**src/rtl/mtm_alu_serializer.sv**
```systemverilog
`default_nettype none
// ============================================================================
//  Module   : mtm_alu_serializer
//  Purpose  : Transmit side of the ALU serial link. Latches one ALU result
//             (C word plus CTL byte) and shifts it out on sout as 11-bit byte
//             frames: start 0 | type | payload[7:0] MSB first | stop 1.
//             A normal result sends C[31:24]..C[7:0] as data frames followed by
//             CTL as a ctl frame. An error result (CTL[7]=1) sends only CTL.
//  Ports    : clk        - system clock, rising edge
//             rst        - asynchronous active-high reset
//             res_valid  - result on C/CTL is valid
//             res_ready  - serializer can accept a result (IDLE only)
//             C          - 32-bit ALU result word
//             CTL        - 8-bit ALU control/status byte
//             sout       - serial output line, idles high
//             busy       - high while a result is being transmitted
//             done       - one-cycle pulse after the final stop bit
//  Params   : BIT_CYCLES - clocks each serial bit is held on sout (>= 1)
//  Revision : 1.0 - initial release
// ============================================================================
module mtm_alu_serializer #(
   parameter int BIT_CYCLES = 1
) (
   input  logic        clk,
   input  logic        rst,
   input  logic        res_valid,
   output logic        res_ready,
   input  logic [31:0] C,
   input  logic [7:0]  CTL,
   output logic        sout,
   output logic        busy,
   output logic        done
);

   localparam int              c_cnt_w    = $clog2(BIT_CYCLES) + 1;
   localparam logic [c_cnt_w-1:0] c_last_cyc = c_cnt_w'(BIT_CYCLES - 1);

   typedef enum logic [2:0] {
      ST_IDLE  = 3'd0,
      ST_START = 3'd1,
      ST_TYPE  = 3'd2,
      ST_DATA  = 3'd3,
      ST_STOP  = 3'd4
   } state_t;

   state_t               r_state, w_state_nxt;
   logic [2:0]           r_byte, w_byte_nxt;
   logic [2:0]           r_bit, w_bit_nxt;
   logic [c_cnt_w-1:0]   r_cyc, w_cyc_nxt;
   logic [31:0]          r_c_word, w_c_word_nxt;
   logic [7:0]           r_ctl_byte, w_ctl_byte_nxt;

   logic                 r_sout, r_busy, r_done, r_res_ready;
   logic                 w_sout_nxt, w_done_nxt;
   logic                 w_bit_end, w_last_byte;
   logic                 w_type_nxt;
   logic [7:0]           w_payload_nxt;

   assign sout      = r_sout;
   assign busy      = r_busy;
   assign done      = r_done;
   assign res_ready = r_res_ready;

   // Current bit has been held for its full period on this edge.
   assign w_bit_end   = (r_cyc == c_last_cyc);
   // Error results consist of a single ctl frame, so byte 0 is already last.
   assign w_last_byte = r_ctl_byte[7] || (r_byte == 3'd4);

   // ------------------------------------------------------------------------
   // State register
   // ------------------------------------------------------------------------
   always_ff @(posedge clk or posedge rst) begin
      if (rst) begin
         r_state     <= ST_IDLE;
         r_byte      <= '0;
         r_bit       <= '0;
         r_cyc       <= '0;
         r_c_word    <= '0;
         r_ctl_byte  <= '0;
         r_sout      <= 1'b1;
         r_busy      <= 1'b0;
         r_done      <= 1'b0;
         r_res_ready <= 1'b1;
      end else begin
         r_state     <= w_state_nxt;
         r_byte      <= w_byte_nxt;
         r_bit       <= w_bit_nxt;
         r_cyc       <= w_cyc_nxt;
         r_c_word    <= w_c_word_nxt;
         r_ctl_byte  <= w_ctl_byte_nxt;
         r_sout      <= w_sout_nxt;
         r_busy      <= (w_state_nxt != ST_IDLE);
         r_done      <= w_done_nxt;
         r_res_ready <= (w_state_nxt == ST_IDLE);
      end
   end

   // ------------------------------------------------------------------------
   // Next-state logic
   // ------------------------------------------------------------------------
   always_comb begin
      w_state_nxt    = r_state;
      w_byte_nxt     = r_byte;
      w_bit_nxt      = r_bit;
      w_cyc_nxt      = r_cyc;
      w_c_word_nxt   = r_c_word;
      w_ctl_byte_nxt = r_ctl_byte;
      w_done_nxt     = 1'b0;

      case (r_state)
         ST_IDLE: begin
            if (res_valid && r_res_ready) begin
               w_state_nxt    = ST_START;
               w_byte_nxt     = 3'd0;
               w_bit_nxt      = 3'd7;
               w_cyc_nxt      = '0;
               w_c_word_nxt   = C;
               w_ctl_byte_nxt = CTL;
            end
         end

         default: begin
            if (!w_bit_end) begin
               w_cyc_nxt = r_cyc + 1'b1;
            end else begin
               w_cyc_nxt = '0;
               case (r_state)
                  ST_START: w_state_nxt = ST_TYPE;
                  ST_TYPE: begin
                     w_state_nxt = ST_DATA;
                     w_bit_nxt   = 3'd7;
                  end
                  ST_DATA: begin
                     if (r_bit == 3'd0) begin
                        w_state_nxt = ST_STOP;
                     end else begin
                        w_bit_nxt = r_bit - 1'b1;
                     end
                  end
                  ST_STOP: begin
                     if (w_last_byte) begin
                        w_state_nxt = ST_IDLE;
                        w_byte_nxt  = 3'd0;
                        w_done_nxt  = 1'b1;
                     end else begin
                        w_state_nxt = ST_START;
                        w_byte_nxt  = r_byte + 1'b1;
                     end
                  end
                  default: w_state_nxt = ST_IDLE;
               endcase
            end
         end
      endcase
   end

   // ------------------------------------------------------------------------
   // Serial bit for the coming cycle. Derived from the next-state values so
   // that sout can come straight from a flop and the start bit appears the
   // cycle after the accept edge.
   // ------------------------------------------------------------------------
   always_comb begin
      w_type_nxt = w_ctl_byte_nxt[7] || (w_byte_nxt == 3'd4);

      if (w_ctl_byte_nxt[7]) begin
         w_payload_nxt = w_ctl_byte_nxt;
      end else begin
         case (w_byte_nxt)
            3'd0:    w_payload_nxt = w_c_word_nxt[31:24];
            3'd1:    w_payload_nxt = w_c_word_nxt[23:16];
            3'd2:    w_payload_nxt = w_c_word_nxt[15:8];
            3'd3:    w_payload_nxt = w_c_word_nxt[7:0];
            default: w_payload_nxt = w_ctl_byte_nxt;
         endcase
      end

      case (w_state_nxt)
         ST_START: w_sout_nxt = 1'b0;
         ST_TYPE:  w_sout_nxt = w_type_nxt;
         ST_DATA:  w_sout_nxt = w_payload_nxt[w_bit_nxt];
         default:  w_sout_nxt = 1'b1;
      endcase
   end

endmodule
`default_nettype wire
```
**config.mk**
```make
export PLATFORM = sky130hd
export DESIGN_NAME = mtm_alu_serializer
export DESIGN_NICKNAME = d
export VERILOG_FILES = /design/src/rtl/mtm_alu_serializer.sv
export SDC_FILE = /design/constraint.sdc
export NUM_CORES = 1
export LEC_CHECK = 0
export ABC_AREA = 1
export CORE_ASPECT_RATIO = 1.1
export CORE_MARGIN = 4
export CORE_UTILIZATION = 55
export CTS_BUF_LIST = sky130_fd_sc_hd__clkbuf_8
export CTS_CLUSTER_SIZE = 16
export DETAILED_ROUTE_END_ITERATION = 16
export GPL_TIMING_DRIVEN = 0
export MAX_ROUTING_LAYER = met4
export PLACE_DENSITY = 0.8
export SLEW_MARGIN = 20
export SYNTH_ARGS = -nofsm -noshare
export SYNTH_HDL_FRONTEND = slang
export SYNTH_SLANG_ARGS = --single-unit
```
**constraint.sdc**
```tcl
create_clock -name clk -period 2.53 [get_ports clk]
set_clock_uncertainty 0.05 [all_clocks]
set_input_delay 0.6325 -clock clk [delete_from_list [all_inputs] [get_ports clk]]
set_output_delay 0.6325 -clock clk [all_outputs]
set_load 0.005 [all_outputs]
```
Word-level counts from Yosys, hierarchy flattened
Cells that the tools add are included.
{"block": "totals", "regBits": 54, "in_bits": 43, "out_inout_bits": 4}
{"block": "op_classes", "addsub": 3, "n_lt_le_gt_ge": 1, "n_eq_ne": 13, "muxes": 32, "reduce_logical": 8}
{"op": "$mux W32", "count": 2}
{"op": "$mux W3", "count": 13}
{"op": "$pmux W8 S4", "count": 1}
{"op": "$mux W8", "count": 3}
{"op": "$eq A3 B2 Y1 const B", "count": 6}
{"op": "$logic_not A3 Y1", "count": 4}
{"op": "$pmux W3 S4", "count": 1}
{"op": "$eq A3 B1 Y1 const B", "count": 3}
{"op": "$eq A3 B3 Y1 const B", "count": 3}
{"op": "$mux W1", "count": 9}
{"op": "$pmux W3 S2", "count": 1}
{"op": "$lt A3 B4 Y1 const B", "count": 1}
{"op": "$add A3 B1 Y3 const B", "count": 1}
{"op": "$bmux W1 S3", "count": 1}
{"op": "$pmux W1 S3", "count": 1}
{"op": "$reduce_bool A3 Y1", "count": 1}
{"op": "$sub A3 B1 Y3 const B", "count": 1}
{"op": "$logic_or A1 B1 Y1", "count": 2}
{"op": "$ne A2 B2 Y1 const B", "count": 1}
{"op": "$add A1 B1 Y1 const B", "count": 1}
{"op": "$logic_and A1 B1 Y1", "count": 1}

Longest topological paths before layout
Gate-level depths: netlist (run 1).
{"block": "depth", "word_depth": 12, "ltp_mapped": 19}

Worst setup path after synthesis (run 1)
No wires, ideal clock.
{"block": "synth_timing", "kind": "input-to-reg", "startpoint": "in res_valid", "endpoint": "reg r_sout (netlist: sout)", "setup_time_ns": 0.076, "arrival_ns": 1.876, "required_time_ns": 2.405, "slack_ns": 0.528, "stages": 17, "cell_sequence": "nand2_1 -> inv_1 -> nand3_4 -> inv_2 -> nand2_1 -> o21ai_1 -> inv_2 -> nor2_4 -> inv_2 -> a21oi_1 -> nand2_1 -> nand2_1 -> nand2_1 -> nand3_1 -> nand3_1 -> nand2_1 -> nand2_1"}
{"block": "synth_via", "elab_cells_between_ends": 25, "cone_classes": "eq/ne: 7; mux: 15; reduce/logical: 3"}
{"item": "start: declaration", "line": "26", "text": "input logic res_valid,"}
{"item": "$logic_and A1 B1 Y1 (*)", "line": "112", "text": "if (res_valid && r_res_ready) begin"}
{"item": "$mux W8 (*)", "line": "112"}
{"item": "$mux W8 (*)", "line": "110", "text": "case (r_state)"}
{"item": "via w_ctl_byte_nxt[7]", "line": "51", "text": "logic [7:0] r_ctl_byte, w_ctl_byte_nxt;"}
{"item": "$mux W8", "line": "165", "text": "if (w_ctl_byte_nxt[7]) begin"}
{"item": "$bmux W1 S3", "line": "180", "text": "ST_DATA: w_sout_nxt = w_payload_nxt[w_bit_nxt];"}
{"item": "$mux W1 (implied by the code)", "line": "180"}
{"item": "$pmux W1 S3 (*)", "line": "177", "text": "case (w_state_nxt)"}
{"item": "via w_sout_nxt", "line": "54", "text": "logic w_sout_nxt, w_done_nxt;"}
{"item": "end signal: assignment", "line": "91", "text": "r_sout <= w_sout_nxt;"}
{"item": "end: declaration", "line": "53", "text": "logic r_sout, r_busy, r_done, r_res_ready;"}
Mark *: on every way through the listed nets, which the timed path passes. The rest lies on a longest branch. The select of a mux whose other input is x is not followed.
A chain may end at the register's enable or synchronous reset.

Final worst setup path (run 1)
{"block": "layout_timing", "startpoint": "reg r_byte[0]", "endpoint": "reg r_sout (netlist: sout)"}
{"block": "layout_via", "elab_chain_len": 12, "elab_cells_between_ends": 26, "cone_classes": "add/sub: 1; eq/ne: 8; mux: 14; reduce/logical: 3"}
{"item": "start: declaration", "line": "47", "text": "logic [2:0] r_byte, w_byte_nxt;"}
{"item": "start signal: assignment", "line": "86", "text": "r_byte <= w_byte_nxt;"}
{"item": "parallel branches: the longest is 2 deep, another holds $add A3 B1 Y3"}
{"item": "$mux W3 (*)", "line": "141", "text": "if (w_last_byte) begin"}
{"item": "$mux W3 (*)", "line": "127", "text": "case (r_state)"}
{"item": "$mux W3 (*)", "line": "123", "text": "if (!w_bit_end) begin"}
{"item": "$mux W3 (*)", "line": "110"}
{"item": "via w_byte_nxt[2]", "line": "47"}
{"item": "$eq A3 B2 Y1, or another cell as far along", "line": "168", "text": "case (w_byte_nxt)"}
{"item": "$pmux W8 S4", "line": "168"}
{"item": "$mux W8", "line": "165"}
{"item": "$bmux W1 S3", "line": "180"}
{"item": "$mux W1 (implied by the code)", "line": "180"}
{"item": "$pmux W1 S3 (*)", "line": "177"}
{"item": "via w_sout_nxt", "line": "54"}
Mark *: on every way through the listed nets, which the timed path passes. The select of a mux whose other input is x is not followed.

==> results of run 1 <==
## cell families after synthesis
family,count (synthesis)
adder cells (fa/ha/maj),4
buffers and inverters,57
flip-flops,53
AO/OA/AOI/OAI,33
AND/OR/NAND/NOR,221
## cell type report
| type | count | share of cell area [%] |
|---|---|---|
| timing repair buffer | 55 | 15.48 |
| buffer | 9 | 1.427 |
| clock buffer | 6 | 2.354 |
| tap | 56 | 1.997 |
| sequential | 53 | 37.87 |
| clock inverter | 1 | 0.1070 |
| inverter | 47 | 5.171 |
| multi-input combinational | 259 | 35.59 |
## per-layer routing
layer / share of wire [%] / GRT usage, %
met5: 0 / -
met3: 6.1 / 3.995
met1: 43 / 28.92
met4: 2.8 / 8.916
met2: 48 / 37.05
## registers in the layout, indices dropped and copies added (netlist names)
register / count
r_c_word: 32
r_bit: 3
r_ctl_byte: 8
sout: 1
busy: 1
r_byte: 3
r_state: 3
done: 1
res_ready: 1
## repair_timing
action / CTS / global route
setup endpoints to repair: 1 / 1
setup buffers: 0 / 8
gates resized for setup: 1 / 27
pin swaps: 0 / 14
cloned: 0 / 1
## cell usage in the layout, fill, tap and decap left out, types with 2 or more instances in the layout
cell type | Yosys | layout
nand2_1 | 147 | 144
dfrtp_1 | 51 | 51
clkdlybuf4s50_1 | 0 | 45
inv_1 | 43 | 42
nand3_1 | 24 | 24
nor2_1 | 23 | 16
buf_4 | 0 | 10
o21ai_1 | 11 | 10
a21oi_1 | 10 | 9
o21ai_0 | 9 | 9
or2_0 | 9 | 9
nor2_2 | 2 | 8
nor2_4 | 5 | 6
clkbuf_8 | 0 | 6
buf_2 | 6 | 5
nand2_2 | 3 | 5
inv_2 | 4 | 4
ha_1 | 4 | 4
or2_2 | 3 | 3
inv_4 | 0 | 2
clkbuf_2 | 0 | 2
dfstp_2 | 2 | 2
## worst paths after layout
path / cells after the start / endpoint / from
worst min register to register: 2 / r_c_word[1] / r_c_word[1]
max in group asynchronous: 3 / r_ctl_byte[3] / rst
worst max register to register: 17 / sout / r_byte[0]
worst min-delay path: 2 / r_c_word[1] / r_c_word[1]
worst max-delay path: 17 / sout / r_byte[0]
min in group asynchronous: 2 / r_c_word[23] / rst
## metrics by stage
step           setup slack [ns]   TNS, ns  utilization (%)  cell area, um2  power (W)
2_1_floorplan            0.5282         0                -            2746  0.0008759
3_3_place_gp            -0.4239    -21.84            68.99            3277  0.0009444
3_5_place_dp            -0.3590   -0.3590            69.42            3297  0.0009491
4_1_cts                0.009539         0            71.26            3385   0.001419
5_1_grt                -0.02018  -0.02018            73.87            3508   0.001457
6_report                 0.2129         0            73.87            3508   0.001404
## worst register-to-register path, stage by stage, from the launching register on
cell and delay, ns:
dfrtp_1 0.39, inv_1 0.10, ha_1 0.16, nand2_1 0.08
nand2_1 0.13, o21ai_0 0.09, nand3_1 0.11, nand2_2 0.15
nor2_4 0.25, nand2_1 0.10, nor2_2 0.15, nand2_1 0.07
nand2_1 0.06, nand3_1 0.07, nand3_1 0.08, nand3_1 0.07
nand2_1 0.08, nand2_1 0.06
## power by group through the flow
stage / Combinational, W / Clock (W) / Sequential [W]
after detailed placement: 0.0000859 / 0 / 0.000863
after CTS: 0.0000861 / 0.000486 / 0.000846
final: 0.0000844 / 0.000473 / 0.000846
after global placement: 0.0000811 / 0 / 0.000863
after floorplan: 0.0000127 / 0 / 0.000863
after global routing: 0.0000917 / 0.000519 / 0.000847
==> results.py, run 1 <==
metrics = {
    "drt": {
        "first_pass_iters": 4,
        "wire_per_inst_um": 13.54,
        "via_count": 2513,
        "drt_iter0_markers": 104,
        "remaining_drc_errors": 0,
        "wl_mm": 6.579,
        "ant_nets": 0,
        "vias_per_cell": 5.171,
    },
    "setup_path": {
        "startpoint_type": "register",
        "cp_max_fo": 8,
        "ff2ff_setup_slack_ns": 0.21,
        "max_stage_delay_ns": 0.39,
        "crit_chain": "inv_1, ha_1, nand2_1, nand2_1, o21ai_0, nand3_1, nand2_2, nor2_4, nand2_1, nor2_2, nand2_1, nand2_1, nand3_1, nand3_1, nand3_1, nand2_1, nand2_1",
        "cp.arrival_ns": 2.51,
        "critPathTopFamily": "simple AND/OR/NAND/NOR gates",
        "cp.buffers_inverters": 1,
        "cpMostUsedCell": "nand2_1",
        "endpoint_kind": "register",
        "path_class": "reg2reg",
        "cpMaxStageDelayCell": "dfrtp_1",
        "required_ns": 2.72,
    },
    "power": {
        "p_int_w": 0.001119,
        "sw_frac_of_total_pct": 20.30,
        "power_frac_seq_pct": 60.3,
        "p_sw_w": 0.0002849,
        "combPwrFrac_pct": 6.0,
        "power_density_nw_per_um2": 400.1,
        "ir_drop_mv": 0.3523,
        "p_clk_share_pct": 33.7,
        "p_leak_nw": 1.968,
    },
    "job": {
        "cap_violations": 0,
    },
    "sta": {
        "finalCritPeriodShare_pct": 91.59,
        "timing.slew.headroom_pct": 59.76,
        "hold_ws_ns": 0.4345,
        "slew_violations": 0,
        "finalSetupViolCount": 0,
        "min_period_ns": 2.317,
        "worstMarginPinSlew_ns": 0.6027,
        "hold_viol": 0,
        "fmax_mhz": 431.6,
    },
    "synthesis": {
        "syn-num-nets": 415,
        "seq_area_frac_synth_pct": 48.38,
        "netlist-cell-type-count": 26,
        "synth_edf_count": 0,
        "avgSynthCellArea_um2": 7.463,
        "synth.cell_area_um2": 2746,
        "yosys.area.top_type": "dfrtp_1",
        "synthFlopType": "dfrtp_1",
        "netlist.area_leader.share_pct": 46.47,
        "synth-xor-area-share_pct": 0,
        "synthTopCellsByCount": "nand2_1 (147), dfrtp_1 (51), inv_1 (43)",
        "synth_compound_area_share_pct": 6.333,
        "yosysWarnings": 0,
        "yosys.area_share.simple_pct": 35.40,
        "yosys.cell_count.top_type": "nand2_1",
        "synthAdderAreaFrac_pct": 1.822,
        "synth_area_leaders": "dfrtp_1 (46%), nand2_1 (20%), inv_1 (5.9%)",
        "netlist_instances": 368,
        "synthMuxAreaShare_pct": 0,
        "async_flop_share_pct": 100.0,
        "ys_seq_elements": 53,
        "synth_top_family_by_area": "simple AND/OR/NAND/NOR gates",
    },
    "layout": {
        "multi_input_area_um2": 1249,
        "syn2layout_area_growth_pct": 27.74,
        "final_nets": 477,
        "nFillCells": 379,
        "register_area_um2": 1329,
        "layout.cells.non_filler": 486,
        "n_antenna_cell": 0,
        "layout-drive-gt1-share_pct": 13.95,
    },
    "placed_design": {
        "gp_congestion": 0.8971,
        "dpl.hpwl_mm": 4.809,
        "dp_cells": 471,
        "io_buffers": 46,
    },
    "floorplanning": {
        "die_h_um": 82.12,
        "die_w_um": 75.38,
        "io_pins": 47,
        "design.die.area_um2": 6189,
        "core_um2": 4750,
        "initial_core_util_pct": 57.82,
        "rows": 26,
    },
    "clock_network": {
        "htree_levels": 2,
        "cts_hold_buf": 0,
        "root_buffer": "clkbuf_8",
        "clockBufferDepth": 2,
        "cts_sinks": 53,
        "clk_pin_slew_ns": 0.09,
        "worstSkewPairLatency_ns": 0.30,
        "cts_tree": "yes",
        "cts_buffers": 5,
    },
    "global_route": {
        "grt_usage_pct": 23.01,
        "grt_pass1_vias": 2412,
        "overflow": 0,
        "antenna_found_initial": 0,
        "grt_first_pass_wirelength_mm": 10.49,
        "grt_start_max_net_pins": 29,
    },
    "outcome": {
        "status": "complete, no violations",
    },
    "hold_path": {
        "min-delay-path-class": "reg2reg",
    },
}
No activity file was read; power rests on OpenSTA's default activity.
==> inputs of run 2 (changes only) <==
ABC_AREA = default   (was 1)
PLACE_DENSITY = 0.81   (was 0.8)
SLEW_MARGIN = default   (was 20)
==> run 2 against run 1 <==
The flow now finishes with violations (setup timing). Combinational power rose to 15 times the previous value. Count of clock-buffer cells in the layout is the same. Global-route usage is 0.68 points higher. Register-to-register slack got worse by 0.25 ns. Largest cell class is now multi-input combinational cells. Largest power group is now combinational logic. Highest routed layer unchanged.
==> results.py, run 2 <==
metrics = {
    "outcome": {
        "status": "complete, but fails checks",
        "violations": "setup timing",
    },
    "clock_network": {
        "cts_hold_buf": 0,
        "clk_pin_slew_ns": 0.10,
        "cts_tree": "yes",
        "worstSkewPairLatency_ns": 0.31,
        "cts_sinks": 53,
        "clockBufferDepth": 2,
        "root_buffer": "clkbuf_8",
        "htree_levels": 2,
        "cts_buffers": 5,
    },
    "sta": {
        "timing.slew.headroom_pct": 61.89,
        "finalCritPeriodShare_pct": 101.4,
        "worstMarginPinSlew_ns": 0.5709,
        "rsz0062_at_grt": "yes",
        "finalSetupViolCount": 1,
        "hold_viol": 0,
        "slew_violations": 0,
        "fmax_mhz": 389.8,
        "min_period_ns": 2.565,
        "final.setup.worst_slack_ns": -0.03529,
    },
    "power": {
        "ir_drop_mv": 0.4022,
        "p_leak_nw": 1.780,
        "combPwrFrac_pct": 42.7,
        "power_density_nw_per_um2": 754.9,
        "p_clk_share_pct": 20.6,
        "p_int_w": 0.001883,
        "power_frac_seq_pct": 36.7,
        "finalPower_w": 0.002870,
        "sw_frac_of_total_pct": 34.38,
        "p_sw_w": 0.0009864,
    },
    "layout": {
        "final_nets": 351,
        "largestRegisters": "r_c_word x32, r_ctl_byte x8",
        "n_antenna_cell": 0,
        "largest_register_ffs": 32,
        "final_common_cell": "dfrtp_1",
        "syn2layout_area_growth_pct": 41.11,
        "regMostFlops": "r_c_word",
        "layout-drive-gt1-share_pct": 36.07,
        "most-common-layout-cells": "dfrtp_1 (50), clkdlybuf4s50_1 (45), mux2_2 (32), inv_1 (17), buf_4 (17)",
        "layout.cells.non_filler": 361,
    },
    "setup_path": {
        "crit_end": "sout",
        "r2r_end": "sout",
        "cp_max_fo": 6,
        "r2r_start": "r_state[0]",
        "startpoint": "r_state[0]",
        "startpoint_type": "register",
        "r2r_cells": 12,
        "required_ns": 2.71,
        "ff2ff_setup_slack_ns": -0.04,
        "endpoint_kind": "register",
        "path_class": "reg2reg",
        "cp.arrival_ns": 2.74,
    },
    "drt": {
        "vias_per_cell": 5.864,
        "first_pass_iters": 4,
        "wl_mm": 6.444,
        "remaining_drc_errors": 0,
        "wire_per_inst_um": 17.85,
        "drt_iter0_markers": 137,
        "via_count": 2117,
        "ant_nets": 0,
    },
    "hold_path": {
        "min-delay-path-class": "reg2reg",
    },
    "placed_design": {
        "dpl.hpwl_mm": 4.240,
        "gp_congestion": 0.8482,
        "io_buffers": 46,
        "dp_cells": 331,
        "place_ws_ns": -0.9326,
    },
    "synthesis": {
        "yosys.area.top_type": "dfrtp_1",
        "netlist_instances": 228,
        "avgSynthCellArea_um2": 11.82,
        "netlist-cell-type-count": 48,
        "synth_area_leaders": "dfrtp_1 (47%), mux2_2 (16%), mux2i_1 (2.6%)",
        "yosysWarnings": 0,
        "netlist.area_leader.share_pct": 47.38,
        "syn-num-nets": 275,
        "seq_area_frac_synth_pct": 49.33,
        "async_flop_share_pct": 100.0,
        "synthTopCellsByCount": "dfrtp_1 (51), mux2_2 (39), inv_1 (17)",
        "synth_edf_count": 0,
        "yosys.cell_count.top_type": "dfrtp_1",
        "synthFlopType": "dfrtp_1",
        "ys_seq_elements": 53,
        "synth.cell_area_um2": 2694,
    },
    "floorplanning": {
        "die_w_um": 74.73,
        "io_pins": 47,
        "rows": 26,
        "core_um2": 4684,
        "design.die.area_um2": 6083,
        "initial_core_util_pct": 57.51,
        "die_h_um": 81.40,
    },
    "global_route": {
        "grt_pass1_vias": 2142,
        "grt_usage_pct": 23.68,
        "overflow": 0,
        "grt_start_max_net_pins": 28,
        "grt_first_pass_wirelength_mm": 10.40,
        "antenna_found_initial": 0,
    },
    "job": {
        "cap_violations": 0,
    },
}
==> run 2: cell types whose count changed after synthesis, sizes merged, moves of 4 or more <==
cell,before,now
and3,0,5
buf,6,10
inv,47,17
mux2,0,39
mux2i,0,8
nand2,150,8
nand3,25,5
nor2,30,12
nor3,2,6
o21ai,20,8
or2,12,0
==> run 2: power by group through the flow <==
stage / clock network, W / registers, W / logic, W
global route: 0.000633 / 0.00107 / 0.00132
floorplan: 0 / 0.00105 / 0.000681
global placement: 0 / 0.00106 / 0.000924
CTS: 0.000606 / 0.00105 / 0.00111
detailed placement: 0 / 0.00107 / 0.000954
finish: 0.000590 / 0.00105 / 0.00123
==> run 2: layer usage <==
metal	share of wire, %	track usage, %
met1	40	28.32
met2	53	39.28
met3	5.9	4.332
met4	1.8	9.609
met5	0	-
==> run 2: worst max-delay path, stage by stage (launching register included) <==
cell and delay, ns:
dfrtp_1 0.38, buf_6 0.13, nor3_4 0.19, and2_4 0.20
buf_12 0.13, buf_12 0.13, buf_12 0.12, mux2_2 0.34
mux2i_1 0.16, a21oi_1 0.12, o41ai_2 0.23, a311o_1 0.21
a31oi_1 0.09
==> run 2: what timing repair did <==
item / in CTS / in global routing
setup endpoints to repair: 1 / 1
resized for setup: 33 / 20
cloned: 2 / 1
pin swaps: 12 / 13
setup buffers: 14 / 5
==> run 2: layout make-up <==
type / instances / area (um2)
Sequential cell: 53 / 1330
Clock buffer: 6 / 82.58
Clock inverter: 2 / 33.78
Tap cell: 56 / 70.07
Multi-Input combinational cell: 147 / 1338
Fill cell: 292 / 883.3
Inverter: 17 / 63.81
Timing Repair Buffer: 69 / 744.5
Buffer: 11 / 138.9
==> run 2: worst min path at each step <==
stage / from / to / slack [ns] / cells past startpoint
floorplan: r_c_word[1] / r_c_word[1] / 0.40 / 2
detailed placement: r_ctl_byte[1] / r_ctl_byte[1] / 0.42 / 2
global route: r_ctl_byte[1] / r_ctl_byte[1] / 0.45 / 2
CTS: r_ctl_byte[1] / r_ctl_byte[1] / 0.44 / 2
global placement: r_ctl_byte[1] / r_ctl_byte[1] / 0.41 / 2
finish: r_ctl_byte[5] / r_ctl_byte[5] / 0.45 / 2
==> run 2: cell families after synthesis <==
family | count (synthesis) | synth area share (%)
buffers and inverters | 28 | 6.456
muxes | 47 | 19.74
AOI/OAI and AO/OA | 47 | 12.96
DFF | 53 | 49.33
adders and majority gates | 4 | 1.858
and+or+nand+nor | 49 | 9.661
==> run 2: metrics by stage <==
stage | area, um2 | setup TNS (ns) | util, % | hold slack, ns
finish | 3801 | -0.03529 | 81.14 | 0.4468
global route | 3801 | -0.1440 | 81.14 | 0.4509
CTS | 3638 | -0.0005296 | 77.67 | 0.4447
detailed placement | 3244 | -0.9326 | 69.26 | 0.4223
global placement | 3224 | -20.50 | 68.83 | 0.4149
floorplan | 2694 | 0 | - | 0.3961
==> inputs of run 3 (changes only) <==
CTS_CLUSTER_SIZE = 14   (was 16)
TNS_END_PERCENT = 30   (was default)
==> results of run 3 <==
No change in the layout: final DEF, timing and power equal those of run 2.
